<file path="src/rtl/keccak_chi_round_ctrl.sv">
// keccak_chi_round_ctrl: sequencing controller for a masked Keccak-f[200] core.
// It counts rounds and chi batches and only issues a chi batch when fresh
// randomness is available. It tracks the S-box latency to produce write-back
// strobes and supplies the iota round-constant byte. No share data passes through it.
//
// Ports:
//   ClkxCI            clock, rising edge
//   RstxRI            asynchronous active-high reset
//   StartxSI          start a permutation (accepted while ReadyxSO)
//   ReadyxSO          controller idle
//   DonexSO           one-cycle completion pulse
//   LinEnxSO          state register loads the linear-layer output
//   RandValidxSI      PRNG offers randomness for one batch
//   RandReadyxSO      randomness consumed (equals chi issue)
//   ChiIssuexSO       S-box inputs of ChiIssueBatchxDO are valid
//   ChiIssueBatchxDO  batch being issued
//   ChiWrxSO          S-box outputs written back to ChiWrBatchxDO
//   ChiWrBatchxDO     batch being written
//   IotaRCxDO         round constant on batch-0 issue, else 0
//   RoundxDO          current round index
module keccak_chi_round_ctrl #(
  parameter int unsigned ROUNDS      = 18,
  parameter int unsigned ROWS        = 40,
  parameter int unsigned SBOX_PAR    = 8,
  parameter int unsigned CHI_LATENCY = 1,
  localparam int unsigned NB = ROWS / SBOX_PAR,
  localparam int unsigned BW = (NB > 1) ? $clog2(NB) : 1
) (
  input  logic          ClkxCI,
  input  logic          RstxRI,
  input  logic          StartxSI,
  output logic          ReadyxSO,
  output logic          DonexSO,
  output logic          LinEnxSO,
  input  logic          RandValidxSI,
  output logic          RandReadyxSO,
  output logic          ChiIssuexSO,
  output logic [BW-1:0] ChiIssueBatchxDO,
  output logic          ChiWrxSO,
  output logic [BW-1:0] ChiWrBatchxDO,
  output logic [7:0]    IotaRCxDO,
  output logic [4:0]    RoundxDO
);

  localparam int unsigned RW = 5;

  typedef enum logic [2:0] {
    ST_IDLE  = 3'd0,
    ST_LIN   = 3'd1,
    ST_ISSUE = 3'd2,
    ST_DRAIN = 3'd3,
    ST_DONE  = 3'd4
  } state_t;

  state_t        state_q, state_d;
  logic [RW-1:0] round_q, round_d;
  logic [BW-1:0] batch_q, batch_d;

  logic          ready, done, lin_en, issue;
  logic [BW-1:0] issue_batch_pipe;
  logic          last_wr;

  // write-back pipeline: one {valid, batch} entry per cycle of S-box latency
  logic          wr_v_q [CHI_LATENCY];
  logic [BW-1:0] wr_b_q [CHI_LATENCY];

  // Keccak-f[200] iota byte for each round
  function automatic logic [7:0] round_const(input logic [RW-1:0] r);
    logic [7:0] rc;
    rc = 8'h00;
    case (r)
      5'd0:  rc = 8'h01;
      5'd1:  rc = 8'h82;
      5'd2:  rc = 8'h8A;
      5'd3:  rc = 8'h00;
      5'd4:  rc = 8'h8B;
      5'd5:  rc = 8'h01;
      5'd6:  rc = 8'h81;
      5'd7:  rc = 8'h09;
      5'd8:  rc = 8'h8A;
      5'd9:  rc = 8'h88;
      5'd10: rc = 8'h09;
      5'd11: rc = 8'h0A;
      5'd12: rc = 8'h8B;
      5'd13: rc = 8'h8B;
      5'd14: rc = 8'h89;
      5'd15: rc = 8'h03;
      5'd16: rc = 8'h02;
      5'd17: rc = 8'h80;
      default: rc = 8'h00;
    endcase
    return rc;
  endfunction

  // the last write of a round has reached the output stage
  assign last_wr = wr_v_q[CHI_LATENCY-1] && (wr_b_q[CHI_LATENCY-1] == BW'(NB - 1));

  // next-state and strobe decode
  always_comb begin
    state_d = state_q;
    round_d = round_q;
    batch_d = batch_q;
    ready   = 1'b0;
    done    = 1'b0;
    lin_en  = 1'b0;
    issue   = 1'b0;
    case (state_q)
      ST_IDLE: begin
        ready = 1'b1;
        if (StartxSI) begin
          state_d = ST_LIN;
          round_d = '0;
        end
      end
      ST_LIN: begin
        lin_en  = 1'b1;
        batch_d = '0;
        state_d = ST_ISSUE;
      end
      ST_ISSUE: begin
        // a cycle without randomness is a stall: the batch counter holds
        issue = RandValidxSI;
        if (RandValidxSI) begin
          if (batch_q == BW'(NB - 1)) begin
            state_d = ST_DRAIN;
          end else begin
            batch_d = batch_q + BW'(1);
          end
        end
      end
      ST_DRAIN: begin
        if (last_wr) begin
          if (round_q == RW'(ROUNDS - 1)) begin
            state_d = ST_DONE;
          end else begin
            round_d = round_q + RW'(1);
            state_d = ST_LIN;
          end
        end
      end
      ST_DONE: begin
        done    = 1'b1;
        state_d = ST_IDLE;
      end
      default: begin
        state_d = ST_IDLE;
      end
    endcase
  end

  // state and counter registers
  always_ff @(posedge ClkxCI or posedge RstxRI) begin
    if (RstxRI) begin
      state_q <= ST_IDLE;
      round_q <= '0;
      batch_q <= '0;
    end else begin
      state_q <= state_d;
      round_q <= round_d;
      batch_q <= batch_d;
    end
  end

  assign issue_batch_pipe = issue ? batch_q : '0;

  // latency pipeline advances every cycle, stalls included
  for (genvar g = 0; g < int'(CHI_LATENCY); g++) begin : g_wr_pipe
    if (g == 0) begin : g_first
      always_ff @(posedge ClkxCI or posedge RstxRI) begin
        if (RstxRI) begin
          wr_v_q[0] <= 1'b0;
          wr_b_q[0] <= '0;
        end else begin
          wr_v_q[0] <= issue;
          wr_b_q[0] <= issue_batch_pipe;
        end
      end
    end else begin : g_next
      always_ff @(posedge ClkxCI or posedge RstxRI) begin
        if (RstxRI) begin
          wr_v_q[g] <= 1'b0;
          wr_b_q[g] <= '0;
        end else begin
          wr_v_q[g] <= wr_v_q[g-1];
          wr_b_q[g] <= wr_b_q[g-1];
        end
      end
    end
  end

  assign ReadyxSO         = ready;
  assign DonexSO          = done;
  assign LinEnxSO         = lin_en;
  assign ChiIssuexSO      = issue;
  assign RandReadyxSO     = issue;
  assign ChiIssueBatchxDO = batch_q;
  assign ChiWrxSO         = wr_v_q[CHI_LATENCY-1];
  assign ChiWrBatchxDO    = wr_b_q[CHI_LATENCY-1];
  assign IotaRCxDO        = (issue && (batch_q == '0)) ? round_const(round_q) : 8'h00;
  assign RoundxDO         = round_q;

endmodule

</file>
<file path="config.mk">
export PLATFORM = sky130hd
export DESIGN_NAME = keccak_chi_round_ctrl
export DESIGN_NICKNAME = d
export VERILOG_FILES = /design/src/rtl/keccak_chi_round_ctrl.sv
export SDC_FILE = /design/constraint.sdc
export NUM_CORES = 1
export LEC_CHECK = 0
export CORE_MARGIN = 2
export CORE_UTILIZATION = 51
export DETAILED_ROUTE_END_ITERATION = 7
export PLACE_DENSITY_LB_ADDON = 0.3
export SETUP_SLACK_MARGIN = 0.3
export SLEW_MARGIN = 0
export SYNTH_ARGS = -nofsm -noshare
export SYNTH_HDL_FRONTEND = slang
export SYNTH_SLANG_ARGS = --single-unit
</file>
<file path="constraint.sdc">
create_clock -name ClkxCI -period 2.45 [get_ports ClkxCI]
set_input_delay 0.49 -clock ClkxCI [delete_from_list [all_inputs] [get_ports ClkxCI]]
set_output_delay 0.49 -clock ClkxCI [all_outputs]
set_load 0.005 [all_outputs]
</file>
==> results of run 1 <==
metal layers:
metal / vias up / GRT usage, %
met3: 4 / 2.45
li1: 466 / -
met1: 457 / 28.8
met4: 0 / 8.33
met2: 33 / 40.5
met5: - / 0
kinds of logic after synthesis:
group           share of synthesized area [%]
mux                                      3.10
compound gates                           14.3
simple gates                             27.8
xor+xnor                                0.834
flops                                    35.8
buf+inv                                  9.53
other cells                             0.357
fa+ha+maj                                8.34
timing repair:
item,CTS,global route
endpoints found under the hold margin,0,0
pin swaps,5,0
buffers inserted,7,2
endpoints found under the setup margin,7,7
resized for setup,27,4
flip-flops by register name, indices dropped and copies added, names as in the netlist:
register          count
ChiWrBatchxDO         3
RoundxDO              5
ChiIssueBatchxDO      3
state_q               3
ChiWrxSO              1
cells in the mapped netlist:
master	number	area, um2
o31ai_1	2	15.0
a2111o_1	1	11.3
a221oi_1	1	8.76
nand3b_2	1	11.3
nand2_1	3	11.3
nand2b_1	1	6.26
and2_1	3	18.8
a211oi_1	2	15.0
dfrtp_1	15	375
a21oi_1	2	10.0
clkbuf_1	1	3.75
inv_1	7	26.3
nor3_1	4	20.0
xor2_1	1	8.76
and4bb_2	1	12.5
and4b_1	1	10.0
a31oi_1	4	25.0
and4bb_1	1	12.5
nor3b_1	3	22.5
a2111oi_2	1	15.0
o21ai_0	3	15.0
buf_2	5	25.0
nand4bb_1	2	22.5
ha_1	7	87.6
or3_1	1	6.26
nor4b_2	1	15.0
nand3b_1	3	22.5
o21bai_1	1	7.51
nand4b_1	1	8.76
mux2i_1	1	10.0
and3_1	3	18.8
conb_1	1	3.75
a221o_1	1	10.0
nor2b_1	1	6.26
mux2_2	2	22.5
nand4_1	3	18.8
a211o_1	2	17.5
nand3_1	2	10.0
buf_4	6	45.0
nor2_1	2	7.51
nor4_1	2	12.5
and3b_1	2	17.5
report_power, final:
part / leakage (nW) / switching (mW) / internal (mW)
clock: 0.0150 / 0.0776 / 0.0633
sequential: 0.181 / 0.0758 / 0.315
combinational: 0.505 / 0.343 / 0.451
worst register-to-register path: cells and delay by family, from the launching register on:
family / cells / cell delay, ns
and+or+nand+nor: 2 / 0.62
AOI/OAI and AO/OA: 1 / 0.27
DFF: 1 / 0.49
buffers and inverters: 1 / 0.21
cells in the final DEF, fill, tap and decap left out, drive strengths merged, types with 3 or more instances in the layout:
| cell type | instances |
|---|---|
| buf | 21 |
| clkdlybuf4s50 | 16 |
| dfrtp | 15 |
| inv | 7 |
| ha | 7 |
| nor3 | 4 |
| a31oi | 4 |
| conb | 4 |
| nand3b | 4 |
| clkbuf | 4 |
| nand2 | 3 |
| o21ai | 3 |
| and2 | 3 |
| and3 | 3 |
| nand4 | 3 |
| dlymetal6s2s | 3 |
| nor3b | 3 |
area by class of cell:
cell class	count	area share, %
multi-input combinational	76	43.8
sequential	15	25.4
timing repair buffer	42	25.0
tap	27	2.28
clock buffer	4	1.78
inverter	7	1.78
worst paths after layout:
kind | depth (start not counted) | endpoint | from
max reg2reg | 4 | RoundxDO[2]$_DFFE_PP0P_ | RoundxDO[3]$_DFFE_PP0P_
min in group ClkxCI | 1 | ChiWrBatchxDO[1]$_DFF_PP0_ | ChiIssueBatchxDO[1]$_DFFE_PP0P_
min reg2reg | 1 | ChiWrBatchxDO[1]$_DFF_PP0_ | ChiIssueBatchxDO[1]$_DFFE_PP0P_
min | 2 | ChiWrBatchxDO[2]$_DFF_PP0_ | RstxRI
max in group asynchronous | 2 | RoundxDO[0]$_DFFE_PP0P_ | RstxRI
max | 7 | IotaRCxDO[3] | RoundxDO[0]$_DFFE_PP0P_
through the flow:
step / instances / setup slack, ns / hold WS [ns] / utilization [%]
floorplan: 110 / 0.591 / 0.391 / -
finish: 171 / 0.133 / 0.560 / 76.2
global route: 171 / 0.0902 / 0.587 / 76.2
detailed placement: 158 / -0.319 / 0.539 / 68.4
global placement: 158 / -0.248 / 0.528 / 68.4
CTS: 169 / 0.178 / 0.562 / 74.9
==> flow_summary_export.csv, run 1 <==
group,metric,value,unit
timing,hold_viol,0,
timing,rsz0062_at_grt,"true",
clocking,cts_root_buffer,"clkbuf_4",
global_routing,grt_usage,22.9,%
finish,layout-drive-gt1-share,27.8,%
routing,drt-initial-drc-count,19,
worst_setup_path,critPathMaxFanout,3,
placed_design,port_buffers,24,
die,dieWidth,49.4,um
logic_synthesis,synthCells,107,
clocking,cts_buffers,3,
clocking,cts_hold_buf,0,
finish,regArea,375,um2
die,die_h,49.4,um
finish,antenna_cells,0,
clocking,clk_pin_slew,0.08,ns
logic_synthesis,syn-cell-area,0.00105,mm2
timing,setup_viol,0,
run,maxCapViolCount,0,
routing,dr.pass1.iters,4,
finish,syn2layout_area_growth,40.9,%
die,io_pins,29,
routing,drc,0,
power_and_ir_drop,finalPower,1.33,mW
worst_setup_path,slowest_stage,"dfrtp_1",
timing,clock_skew,0.000980,ns
worst_setup_path,critPathArrivalTime,1.83,ns
finish,final_nets,156,
power_and_ir_drop,p_leak,0.701,nW
logic_synthesis,yosys_warnings,0,
finish,multiInputGateArea,648,um2
global_routing,grt_pass1_vias,905,
placed_design,hpwl,1820,um
timing,worstMarginPinSlew,0.580,ns
timing,period_share,94.6,%
routing,met2WireLength,1470,um
die,die_area,0.00244,mm2
clocking,cts_tree,"done",
logic_synthesis,ys_seq_elements,15,
global_routing,grt_pass1_wl,4310,um
worst_setup_path,end_kind,"primary output",
worst_setup_path,crit_type,"flip-flop to primary output",
routing,ant_nets,0,
die,core,0.00194,mm2
worst_setup_path,slowest_delay,0.42,ns
clocking,clock_sinks,15,
global_routing,grt_max_degree,16,
logic_synthesis,synth_seq_area_share,35.8,%
power_and_ir_drop,ir_drop,0.640,mV
clocking,clk_latency,0.28,ns
worst_setup_path,cp_top_family,"flip-flops",
die,rows,16,
timing,setup_tns,0,ns
worst_setup_path,crit_chain,"inv_2 -> ha_4 -> buf_4 -> nor2b_1 -> a211oi_1 -> a2111oi_2 -> buf_2",
placed_design,place_area,0.00133,mm2
clocking,cts_buffer_depth,2,
routing,drt-total-wl,2720,um
outcome,status,"finished, final reports clean",
placed_design,gp_congestion,0.797,
routing,top_layer,"met4",
routing,route.met3.wl,119,um
routing,routed_via_density,5.61,
timing,period_needed,2.32,ns
worst_setup_path,cp.buffers_inverters,3,
logic_synthesis,ys_types,42,
global_routing,grt_antenna_before_repair,0,
timing,slew_headroom,61.3,%
logic_synthesis,syn-mean-instance-area,9.81,um2
finish,fillers,156,
worst_setup_path,required,1.96,ns
routing,m1WireLength,1110,um
power_and_ir_drop,power_density,896,mW/mm2
global_routing,grt_overflow,0,
die,start_util,54.1,%
routing,via_count,960,
finish,post-route-cell-area,0.00148,mm2
min_path,hp-class,"input pin to async pin",
worst_setup_path,worst_setup_path_start_kind,"flip-flop",
routing,routedWlPerCell,15.9,um
worst_setup_path,r2r_setup_slack,0.75,ns
timing,max_freq,432,MHz
clocking,htree_levels,1,
timing,maxSlewViolCount,0,
Note: power is estimated with default switching activity, not from simulation.
==> run 2: changes to the inputs <==
--- a/config.mk
+++ b/config.mk
@@ -9,8 +9,10 @@
 export CORE_UTILIZATION = 51
 export DETAILED_ROUTE_END_ITERATION = 7
 export PLACE_DENSITY_LB_ADDON = 0.3
+export REMOVE_ABC_BUFFERS = 1
 export SETUP_SLACK_MARGIN = 0.3
-export SLEW_MARGIN = 0
+export SLEW_MARGIN = 15
 export SYNTH_ARGS = -nofsm -noshare
 export SYNTH_HDL_FRONTEND = slang
 export SYNTH_SLANG_ARGS = --single-unit
+export TNS_END_PERCENT = 20
==> run 2 against run 1 <==
Against the previous run:
- sequential cell count is the same
- worst setup slack worse by 0.013 ns
- wire length decreased by 2.7%
- via count fell by 2.5%
- global-route usage down 0.87 points
- combinational power down 11%
- sequential share of layout area rose by 0.94 points
- core utilization shrank 2.7 points
- non-clock buffer count is 5 lower
- critical path type is now input pin to primary output
- critical endpoint is now IotaRCxDO[0]
- largest power group unchanged
==> flow_summary_export.csv, run 2 (synthesis gave the netlist of run 1 again) <==
group,metric,value,unit
timing,max_freq,429,MHz
clocking,cts_hold_buf,0,
run,maxCapViolCount,0,
placed_design,hpwl,1850,um
die,core,0.00194,mm2
timing,fin_ws,0.120,ns
worst_setup_path,critPathArrivalTime,1.84,ns
routing,drt-initial-drc-count,37,
timing,hold_ws,0.563,ns
clocking,cts_root_buffer,"clkbuf_4",
die,dieWidth,49.4,um
worst_setup_path,required,1.96,ns
timing,clock_skew,0.00124,ns
power_and_ir_drop,power_density,877,mW/mm2
clocking,clock_sinks,15,
finish,layout-drive-gt1-share,24.5,%
worst_setup_path,crit_type,"input pin to primary output",
clocking,clk_latency,0.28,ns
timing,rsz0062_at_grt,"true",
finish,antenna_cells,0,
die,start_util,54.1,%
power_and_ir_drop,ir_drop,0.648,mV
worst_setup_path,r2r_setup_slack,0.72,ns
power_and_ir_drop,p_clk_share,11.4,%
routing,routed_via_density,5.64,
finish,syn2layout_area_growth,35.9,%
finish,final_cell_mix,"clkdlybuf4s50_1, dfrtp_1, buf_4",
worst_setup_path,critPathMaxFanout,3,
outcome,status,"finished, final reports clean",
worst_setup_path,worst_r2r_path_depth,6,
die,rows,16,
timing,maxSlewViolCount,0,
power_and_ir_drop,p_seq_share,32.0,%
finish,final_nets,151,
finish,utilization,73.5,%
routing,dr.pass1.iters,4,
placed_design,place_ws,-0.276,ns
clocking,cts_tree,"done",
global_routing,grt_usage,22.1,%
routing,routedWlPerCell,16.0,um
clocking,cts_buffer_depth,2,
power_and_ir_drop,pwr-share-comb,56.6,%
placed_design,gp_congestion,0.788,
clocking,clk_pin_slew,0.09,ns
finish,fin_cells,166,
die,die_h,49.4,um
global_routing,grt_overflow,0,
timing,setup_viol,0,
global_routing,grt_pass1_vias,922,
finish,largest_register_ffs,5,
routing,drc,0,
timing,hold_viol,0,
routing,via_count,936,
die,io_pins,29,
clocking,cts_buffers,3,
finish,mostFrequentLayoutCell,"clkdlybuf4s50_1",
placed_design,place_inst,157,
placed_design,port_buffers,24,
power_and_ir_drop,power_switching,0.487,mW
routing,drt-total-wl,2650,um
timing,slew_headroom,60.2,%
power_and_ir_drop,switching_share,39.0,%
timing,worstMarginPinSlew,0.597,ns
global_routing,grt_antenna_before_repair,0,
worst_setup_path,worstReg2RegStart,"RoundxDO[0]$_DFFE_PP0P_",
global_routing,grt_max_degree,16,
die,die_area,0.00244,mm2
timing,period_share,95.1,%
worst_setup_path,worst_setup_path_start_kind,"input pin",
timing,period_needed,2.33,ns
global_routing,grt_pass1_wl,4120,um
clocking,htree_levels,1,
power_and_ir_drop,p_leak,0.637,nW
routing,ant_nets,0,
power_and_ir_drop,p_int,0.763,mW
worst_setup_path,timing.rr.end,"RoundxDO[3]$_DFFE_PP0P_",
worst_setup_path,end_kind,"primary output",
min_path,hp-class,"input pin to async pin",
[run 2: layout make-up]
cell class	instances	area, um2
Clock buffer	4	26.3
Fill cell	157	515
Inverter	7	26.3
Multi-Input combinational cell	76	642
Sequential cell	15	375
Tap cell	27	33.8
Timing Repair Buffer	37	323
[run 2: metrics by stage]
| stage | cell area, um2 | total power [mW] | TNS [ns] |
|---|---|---|---|
| 2_1_floorplan | 987 | 0.698 | 0 |
| 3_3_place_gp | 1320 | 0.950 | -0.752 |
| 3_5_place_dp | 1320 | 0.984 | -0.861 |
| 4_1_cts | 1400 | 1.22 | 0 |
| 5_1_grt | 1430 | 1.34 | 0 |
| 6_report | 1430 | 1.25 | 0 |
[run 2: critical path: stages]
cell and delay, ns:
clkdlybuf4s50_1 0.48, and4bb_2 0.29, nand3b_4 0.09, buf_4 0.15
a211oi_2 0.19, buf_2 0.15
[run 2: per-layer routing]
metal	vias to the layer above	part of all wire [%]	GRT usage, %	wire length (um)
li1	451	-	-	-
met1	451	40	24.2	1070
met2	32	55	43.0	1450
met3	2	4.7	2.45	125
met4	0	0.30	7.87	8
met5	-	0	0	0
[run 2: power by group through the flow]
stage,clock network [mW],registers (mW),logic (mW)
after floorplan,0,0.416,0.282
after global placement,0,0.399,0.551
after detailed placement,0,0.409,0.574
after CTS,0.144,0.398,0.683
after global routing,0.156,0.413,0.769
final,0.143,0.400,0.708
[run 2: worst max-delay path by stage]
stage                            start      endpoint  slack [ns]  cells after the start
2_1_floorplan   state_q[0]$_DFFE_PP0P_  IotaRCxDO[3]        0.50                      3
3_3_place_gp              RandValidxSI  IotaRCxDO[3]       -0.24                      5
3_5_place_dp              RandValidxSI  IotaRCxDO[0]       -0.28                      6
4_1_cts        RoundxDO[1]$_DFFE_PP0P_  IotaRCxDO[7]        0.13                      7
5_1_grt        RoundxDO[1]$_DFFE_PP0P_  IotaRCxDO[3]        0.08                      7
6_report                  RandValidxSI  IotaRCxDO[0]        0.12                      6
[run 2: repair_timing]
item	4_1_cts	5_1_grt
setup endpoints to repair	7	7
gates resized for setup	25	6
buffers inserted	5	0
pin swaps	6	2
endpoints found under the hold margin	0	0
